<file path="src/rtl/col_pkg.sv">
// Shared types for the colour event path: colour codes, qualifier states, event layout.
// With COL_EVT_TIMESTAMP_EN defined, events also carry a 16-bit millisecond timestamp.
package col_pkg;

  typedef enum logic [1:0] {
    COL_NONE = 2'b00,
    COL_R    = 2'b01,
    COL_G    = 2'b10,
    COL_B    = 2'b11
  } col_t;

  typedef enum logic {
    QUALIFY = 1'b0,
    HOLD    = 1'b1
  } qstate_t;

  localparam int DROP_MAX  = 255;
  localparam int CNT_W     = 24;
  localparam int TS_W      = 16;
  localparam int EVT_SEQ_W = 4;

  // Event layout at the default sequence width; the top re-declares it at its SEQ_W.
  typedef struct packed {
    col_t                 colour;
    logic [EVT_SEQ_W-1:0] seq;
`ifdef COL_EVT_TIMESTAMP_EN
    logic [TS_W-1:0]      ts;
`endif
  } col_evt_t;

  // {red, green, blue}: exactly one flag high names a colour, anything else is ambiguous.
  function automatic col_t col_decode(input logic [2:0] rgb);
    case (rgb)
      3'b100:  return COL_R;
      3'b010:  return COL_G;
      3'b001:  return COL_B;
      default: return COL_NONE;
    endcase
  endfunction

endpackage

</file>
<file path="src/rtl/col_evt_fifo.sv">
// First-word-fall-through FIFO; head is visible on dout whenever empty is low.
// A push into a full FIFO is refused unless a pop happens on the same edge.
module col_evt_fifo #(
  parameter  int W     = 6,
  parameter  int DEPTH = 4,
  localparam int AW    = $clog2(DEPTH)
) (
  input  logic         clk,
  input  logic         rst_n,
  input  logic         push,
  input  logic [W-1:0] din,
  input  logic         pop,
  output logic [W-1:0] dout,
  output logic         full,
  output logic         empty
);

  logic [W-1:0]  mem [DEPTH];
  logic [AW-1:0] wr_ptr, rd_ptr;
  logic [AW:0]   count;
  logic          do_push, do_pop;

  assign do_pop  = pop && !empty;
  assign do_push = push && (!full || do_pop);

  always_ff @(posedge clk) begin
    if (do_push) mem[wr_ptr] <= din;
  end

  always_ff @(posedge clk or negedge rst_n) begin
    if (!rst_n) begin
      wr_ptr <= '0;
      rd_ptr <= '0;
      count  <= '0;
    end else begin
      if (do_push) wr_ptr <= wr_ptr + 1'b1;
      if (do_pop)  rd_ptr <= rd_ptr + 1'b1;
      case ({do_push, do_pop})
        2'b10:   count <= count + 1'b1;
        2'b01:   count <= count - 1'b1;
        default: count <= count;
      endcase
    end
  end

  assign empty = (count == '0);
  assign full  = (count == (AW+1)'(DEPTH));
  // Stale storage is masked so an empty FIFO presents all-zero head fields.
  assign dout  = empty ? '0 : mem[rd_ptr];

endmodule

</file>
<file path="src/rtl/col_evt_qualifier.sv">
// Synchronises the classifier LED flags, requires a colour to hold STABLE_CYCLES before
// accepting it, and queues one event per newly accepted colour. Macro: COL_EVT_TIMESTAMP_EN.
module col_evt_qualifier
  import col_pkg::*;
#(
  parameter int STABLE_CYCLES = 2500000,
  parameter int FIFO_DEPTH    = 4,
  parameter int SEQ_W         = 4
) (
  input  logic             clk,
  input  logic             rst_n,
  input  logic             red_led,
  input  logic             green_led,
  input  logic             blue_led,
  output logic             evt_valid,
  input  logic             evt_ready,
  output logic [1:0]       evt_colour,
  output logic [SEQ_W-1:0] evt_seq,
`ifdef COL_EVT_TIMESTAMP_EN
  output logic [TS_W-1:0]  evt_ts,
`endif
  output logic [1:0]       cur_colour,
  output logic [7:0]       drop_cnt
);

  typedef struct packed {
    col_t             colour;
    logic [SEQ_W-1:0] seq;
`ifdef COL_EVT_TIMESTAMP_EN
    logic [TS_W-1:0]  ts;
`endif
  } evt_t;

  localparam logic [CNT_W-1:0] STABLE = CNT_W'(STABLE_CYCLES);
  localparam int               EVT_W  = $bits(evt_t);

  logic [2:0]       sync1, sync2;
  col_t             dec, cand, cand_nxt, cur;
  qstate_t          state, state_nxt;
  logic [CNT_W-1:0] cnt, cnt_nxt;
  logic             accept, push, pop, full, empty;
  logic [SEQ_W-1:0] seq;
  logic [7:0]       drop;
  evt_t             evt_in, evt_head;

  always_ff @(posedge clk or negedge rst_n) begin
    if (!rst_n) begin
      sync1 <= '0;
      sync2 <= '0;
    end else begin
      sync1 <= {red_led, green_led, blue_led};
      sync2 <= sync1;
    end
  end

  assign dec = col_decode(sync2);

  always_comb begin
    cand_nxt  = cand;
    cnt_nxt   = cnt;
    if (dec != cand) begin
      cand_nxt = dec;
      cnt_nxt  = CNT_W'(1);
    end else if (cnt < STABLE) begin
      cnt_nxt = cnt + 1'b1;
    end
    // HOLD is entered on the same edge the count reaches STABLE, so acceptance is one edge later.
    state_nxt = (cnt_nxt == STABLE) ? HOLD : QUALIFY;
    accept    = (state == HOLD) && (dec == cand) && (cand != cur);
    push      = accept && (cand != COL_NONE);
  end

  always_ff @(posedge clk or negedge rst_n) begin
    if (!rst_n) begin
      state <= QUALIFY;
      cand  <= COL_NONE;
      cnt   <= '0;
      cur   <= COL_NONE;
      seq   <= '0;
      drop  <= '0;
    end else begin
      state <= state_nxt;
      cand  <= cand_nxt;
      cnt   <= cnt_nxt;
      if (accept) cur <= cand;
      // Sequence advances even for dropped events so the consumer can see the gap.
      if (push) seq <= seq + 1'b1;
      if (push && full && !pop && drop != 8'(DROP_MAX)) drop <= drop + 8'd1;
    end
  end

`ifdef COL_EVT_TIMESTAMP_EN
  localparam int CLK_HZ = 50000000;
  localparam int MS_DIV = CLK_HZ / 1000;
  localparam int PRE_W  = $clog2(MS_DIV);

  logic [PRE_W-1:0] pre;
  logic [TS_W-1:0]  ms;

  always_ff @(posedge clk or negedge rst_n) begin
    if (!rst_n) begin
      pre <= '0;
      ms  <= '0;
    end else if (pre == PRE_W'(MS_DIV - 1)) begin
      pre <= '0;
      ms  <= ms + 1'b1;
    end else begin
      pre <= pre + 1'b1;
    end
  end

  assign evt_in = '{colour: cand, seq: seq, ts: ms};
  assign evt_ts = evt_head.ts;
`else
  assign evt_in = '{colour: cand, seq: seq};
`endif

  col_evt_fifo #(
    .W     (EVT_W),
    .DEPTH (FIFO_DEPTH)
  ) u_fifo (
    .clk   (clk),
    .rst_n (rst_n),
    .push  (push),
    .din   (evt_in),
    .pop   (pop),
    .dout  (evt_head),
    .full  (full),
    .empty (empty)
  );

  assign evt_valid  = !empty;
  assign pop        = evt_valid && evt_ready;
  assign evt_colour = evt_head.colour;
  assign evt_seq    = evt_head.seq;
  assign cur_colour = cur;
  assign drop_cnt   = drop;

endmodule

</file>
<file path="config.mk">
export PLATFORM = sky130hd
export DESIGN_NAME = col_evt_qualifier
export DESIGN_NICKNAME = d
export VERILOG_FILES = /design/src/rtl/col_pkg.sv /design/src/rtl/col_evt_fifo.sv /design/src/rtl/col_evt_qualifier.sv
export SDC_FILE = /design/constraint.sdc
export NUM_CORES = 1
export LEC_CHECK = 0
export ABC_AREA = 1
export ABC_CLOCK_PERIOD_IN_PS = 3310
export BUFFER_PORTS_ARGS = -buffer_cell sky130_fd_sc_hd__buf_2
export CORE_MARGIN = 3
export CORE_UTILIZATION = 46
export CTS_CLUSTER_DIAMETER = 50
export CTS_CLUSTER_SIZE = 14
export DETAILED_ROUTE_END_ITERATION = 6
export HOLD_SLACK_MARGIN = 0.12
export PLACE_DENSITY = 0.6
export SYNTH_ARGS = -nofsm -noshare
export SYNTH_HDL_FRONTEND = slang
export SYNTH_HIERARCHICAL = 1
export SYNTH_SLANG_ARGS = --single-unit
</file>
<file path="constraint.sdc">
create_clock -name clk -period 3.31 [get_ports clk]
set_input_delay 0.1655 -clock clk [delete_from_list [all_inputs] [get_ports clk]]
set_output_delay 0.1655 -clock clk [all_outputs]
set_load 0.02 [all_outputs]
</file>
# --- After elaboration in Yosys (flattened, before gate mapping) ---
# Memory sizes are Yosys's and may differ from the RTL's.
# Cells that the tools add are included.
totals:
  regBits: 54
  ram_bits: 24
  input_bits: 6
  out_inout_bits: 17
  wordCells: 55
  mem_count: 1
memory_table:
  columns: ["memory", "depth", "word_bits", "rd", "rd_ports_with_merged_regs", "write_ports", "line", "text"]
  rows:
  - ["u_fifo.mem", 4, 6, 1, 0, 1, "col_evt_fifo.sv:18", "logic [W-1:0] mem [DEPTH];"]
op_classes:
  n_addsub: 7
  order_cmp: 1
  eq_ne: 11
  mux: 8
  n_reduce_logical: 16
op_table:
  columns: ["op", "n"]
  rows:
  - ["$mux W24", 2]
  - ["$add A24 B1 Y24 const B", 1]
  - ["$eq A24 B22 Y1 const B", 1]
  - ["$lt A24 B22 Y1 const B", 1]
  - ["$logic_and A1 B1 Y1", 9]
  - ["$add A8 B1 Y8 const B", 1]
  - ["$ne A8 B8 Y1 const B", 1]
  - ["$eq A3 B3 Y1 const B", 2]
  - ["$mux W6", 1]
  - ["$pmux W2 S3", 1]
  - ["$pmux W3 S2", 1]
  - ["$add A2 B1 Y2 const B", 2]
  - ["$add A4 B1 Y4 const B", 1]
  - ["$ne A2 B2 Y1", 2]
  - ["$reduce_bool A2 Y1", 2]
  - ["$add A3 B1 Y3 const B", 1]
  - ["$eq A3 B1 Y1 const B", 1]
  - ["$eq A3 B2 Y1 const B", 1]
  - ["$logic_not A1 Y1", 3]
  - ["$logic_not A3 Y1", 1]
  - ["$mux W1", 3]
  - ["$sub A3 B1 Y3 const B", 1]
  - ["$eq A2 B1 Y1 const B", 1]
  - ["$eq A2 B2 Y1", 1]
  - ["2 further kinds", 2]

# --- Logic depth before layout (Yosys ltp) ---
depth:
  word_depth: 9
  depth_mapped: 16
  depth_no_buf: 15

# --- Modules after synthesis ---
# Netlist, hierarchy kept.
modules_own_cells:
  columns: ["module", "n_inst", "cells_per_inst", "area_each_um2", "seq_area_each_um2"]
  rows:
  - ["col_evt_qualifier", 1, 396, 2912.8, 1176.1]
  - ["col_evt_fifo", 1, 126, 1395.1, 895.9]

# --- Worst setup path before layout ---
# No wires, ideal clock.
synth_timing:
  kind: "reg2reg"
  startpoint: "register sync2[0]"
  endpoint: "register u_fifo.count[1]"
  setup_time_ps: 122
  arrival_time_ps: 2019
  required_time_ps: 3188
  path_slack_ps: 1169
  path_stages_with_launch: 13
  path_buffers: 0
  synth_period_minus_slack_ps: 2141
  cell_sequence: "dfrtp_1 nand2_1 nand3_1 xor2_1 nand2_2 nor2_1 nand2_1 nand2_4 nand3b_2 fa_1 inv_1 nand2_1 o21ai_1"
synth_between:
  elab_chain_cells: 9
  word_cells_on_any_way: 13
  classes_between: "6 x eq/ne; 2 x mux; 5 x reduce/logical"
synth_lines:
  columns: ["element", "line", "text"]
  rows:
  - ["from (decl)", "col_evt_qualifier.sv:37", "logic [2:0] sync1, sync2;"]
  - ["from (signal assigned)", "col_evt_qualifier.sv:52", "sync2 <= sync1;"]
  - ["$eq A3 B1 Y1 (tied with other cells)", "col_pkg.sv:33", "case (rgb)"]
  - ["$pmux W2 S3 *", "col_pkg.sv:33", null]
  - ["$eq A2 B2 Y1 *", "col_evt_qualifier.sv:69", "accept = (state == HOLD) && (dec == cand) && (cand != cur);"]
  - ["$logic_and A1 B1 Y1 * (2 in a row)", "col_evt_qualifier.sv:69", null]
  - ["$logic_and A1 B1 Y1 *", "col_evt_qualifier.sv:70", "push = accept && (cand != COL_NONE);"]
  - ["via push", "col_evt_qualifier.sv:41", "logic accept, push, pop, full, empty;"]
  - ["$logic_and A1 B1 Y1 *", "col_evt_fifo.sv:24", "assign do_push = push && (!full || do_pop);"]
  - ["$eq A2 B1 Y1 or $eq A2 B2 Y1 (tied branches)", "col_evt_fifo.sv:38", "case ({do_push, do_pop})"]
  - ["$pmux W3 S2 or $reduce_bool A2 Y1 (tied branches)", null, null]
  - ["to (signal assigned)", "col_evt_fifo.sv:39", "2'b10: count <= count + 1'b1;"]
  - ["to (signal assigned)", "col_evt_fifo.sv:40", "2'b01: count <= count - 1'b1;"]
  - ["to (signal assigned)", "col_evt_fifo.sv:41", "default: count <= count;"]
  - ["to (decl)", "col_evt_fifo.sv:20", "logic [AW:0] count;"]
# The timed path passes the listed nets; every way through them passes the cells marked *.
# A chain may end at the register's enable or synchronous reset.

# --- Final worst setup path ---
layout_timing:
  startpoint: "register sync2[0]"
  endpoint: "register u_fifo.count[2]"
# The elaborated chain is that of the path after synthesis.

==> results.toml <==
[status]
status = "finished, final reports clean"

[worst_setup_path]
critPathMaxStageDelay_ns = 0.42
reg2reg_slack_ns = 0.76
worstSetupStartpointType = "flop"
cp.arrival_ns = 2.80
path_cells = "inv_1 > nand2_1 > nand3_1 > xor2_1 > nand2_2 > nor2_1 > nand2_1 > nand2_4 > nand3b_2 > fa_1 > nand2_1 > nand2_1 > nand2_1 > nand2_1"
path_common_cell = "nand2_1"
critPathRequiredTime_ns = 3.56
setup.worst_path.class = "flop to flop"
path_max_fanout = 18
slowest_stage = "fa_1"
end_kind = "flop"

[yosys]
synth_top_flop_cell = "dfrtp_1"
synth-seq-cells = 78
synth_nets = 536
yosysWarnings = 6
synth_edf_count = 24
yosysSeqAreaShare_pct = 48.10
netlist_instances = 522
syn_avg_cell_area_um2 = 8.253
async_reset_ff_share_pct = 69.23
syn_area_um2 = 4308
synth_cell_types = 37

[sta]
fmax_ghz = 0.3924
fin_crit_ns = 2.548
finClkSkew_ns = 0.009995
whs_ns = 0.3386
hold_violations = 0
drv_slew = 0
finalSetupTns_ns = 0
maxSlewHeadroom_pct = 56.09
setup_viol = 0
finalCritPeriodShare_pct = 76.99
worst_slew_pin_slew_ns = 0.6571
rsz0062_at_grt = "false"

[power_and_ir_drop]
power_density_nw_per_um2 = 530.1
ir_worst_vdd_mv = 0.2192
leakagePower_nw = 2.374

[cts]
clock_latency_ns = 0.35
root_buffer = "clkbuf_8"
cts_tree = "built"
clockBufferDepth = 2
clk_pin_slew_ns = 0.09
cts_setup_buffers = 0
cts.sinks = 78
cts_buffers = 9
h-tree-depth = 3

[floorplanning]
fp.dieW_um = 102.8
die-area_um2 = 10560
core_um2 = 8891
die_y_um = 102.8
io_pins = 23
initial_core_util_pct = 48.45
row_count = 34

[detailed_routing]
num_vias = 3327
first_iter_violations = 124
ant_nets = 0
detail_route.wl_per_cell_um = 13.44
dr.pass1.iters = 4
viasPerCell = 5.011
route.detailed.drc = 0
routed_wl_mm = 8.924

[global_routing]
track_usage_pct = 18.82
grt_max_degree = 29
grt_remaining_overflow = 0
grt_pass1_wl_mm = 15.39
antenna_found_initial = 0
grt_pass1_vias = 3280

[placement]
place_area_um2 = 4493
dp.final_hpwl_mm = 6.416
gp_congestion = 0.8965
place.port_buffers = 22

[layout]
final_cell_mix = "nand2_1 (135), nor2_1 (79), inv_1 (60)"
layout_commonest_cell = "nand2_1"
area_delta_synth_final_pct = 10.48
drive_above_1_share_pct = 15.29
antennaDiodeCount = 0
nets = 565
postLayoutCellArea_um2 = 4760

[job]
cap_violations = 0

[hold_path]
holdCritPathClass = "primary input to flop"
[flip-flops by register name (all words and copies together), names as in the netlist, 3 cells and up]
| register | cells |
|---|---|
| sync1 | 3 |
| cnt | 24 |
| u_fifo/count | 3 |
| u_fifo/mem | 24 |
| drop_cnt | 8 |
| sync2 | 3 |
| seq | 4 |
[synthesized netlist by cell type (9+ instances only)]
master	n	area [um^2]
nand2_1	135	506.7
nor2_1	79	296.5
inv_1	60	225.2
dfrtp_1	54	1351
nand3_1	30	150.1
edfxtp_1	24	720.7
a21oi_1	15	75.07
o21ai_1	15	75.07
xor2_1	14	122.6
nand2_2	12	75.07
o21ai_0	10	50.05
nand4_1	9	56.30
nor2_2	9	56.30
[power breakdown]
part / total [W] / leakage (nW) / switching (W) / internal (W)
logic: 0.000591 / 1.29 / 0.000389 / 0.000202
registers: 0.00111 / 0.962 / 0.0000767 / 0.00104
clock network: 0.000820 / 0.117 / 0.000383 / 0.000437
total: 0.00252 / 2.37 / 0.000849 / 0.00167
[final timing paths]
| kind | start | to | cells after the start |
|---|---|---|---|
| max | sync2[0] | u_fifo/count[2] | 14 |
| min | evt_ready | u_fifo/rd_ptr[0] | 5 |
| max reg2reg | sync2[0] | u_fifo/count[2] | 14 |
| min reg2reg | sync1[0] | sync2[0] | 0 |
| max in group asynchronous | rst_n | cnt[20] | 3 |
| min in group asynchronous | rst_n | u_fifo/wr_ptr[0] | 2 |
[cell families after synthesis]
group,synth area share [%]
simple gates,31.05
compound gates,6.564
buf+inv,7.058
flops,48.10
fa+ha+maj,2.498
xor+xnor,4.473
mux,0.2614
[metrics by stage]
step                      cells  utilization, %  setup slack, ns  power [W]
after CTS                   664           53.53           0.7545   0.002558
after floorplan             522               -            1.169   0.001574
after detailed placement    644           50.53           0.7773   0.001728
final                       664           53.53           0.7616   0.002523
after global routing        664           53.53           0.5302   0.002687
after global placement      644           50.53           0.8503   0.001715
[layer usage]
| layer | vias to the layer above | GRT usage [%] | part of all wire, % | wire (um) |
|---|---|---|---|---|
| met3 | 12 | 2.842 | 3.5 | 311 |
| met2 | 62 | 32.47 | 49 | 4363 |
| met4 | 0 | 7.371 | 1.8 | 158 |
| li1 | 1712 | - | - | - |
| met1 | 1541 | 23.83 | 46 | 4090 |
| met5 | - | 0 | 0 | 0 |
[timing repair]
action                                 CTS  global route
hold buffers                             4             0
resized for setup                        0             0
endpoints found under the hold margin   29             0
[layout make-up]
type	instances	area, um^2
Multi-Input combinational cell	372	1932
Inverter	63	236.5
Timing Repair Buffer	27	157.7
Fill cell	848	4131
Clock inverter	7	102.6
Sequential cell	78	2072
Clock buffer	9	123.9
Tap cell	108	135.1
[worst max-delay path: cells and delay by family, from the launching register on]
kind	cells	cell delay, ns
and+or+nand+nor	11	1.42
buffers and inverters	1	0.06
DFF	1	0.37
xor gates and xnor gates	1	0.16
adders and majority gates	1	0.42
No activity file was read; power rests on OpenSTA's default activity.
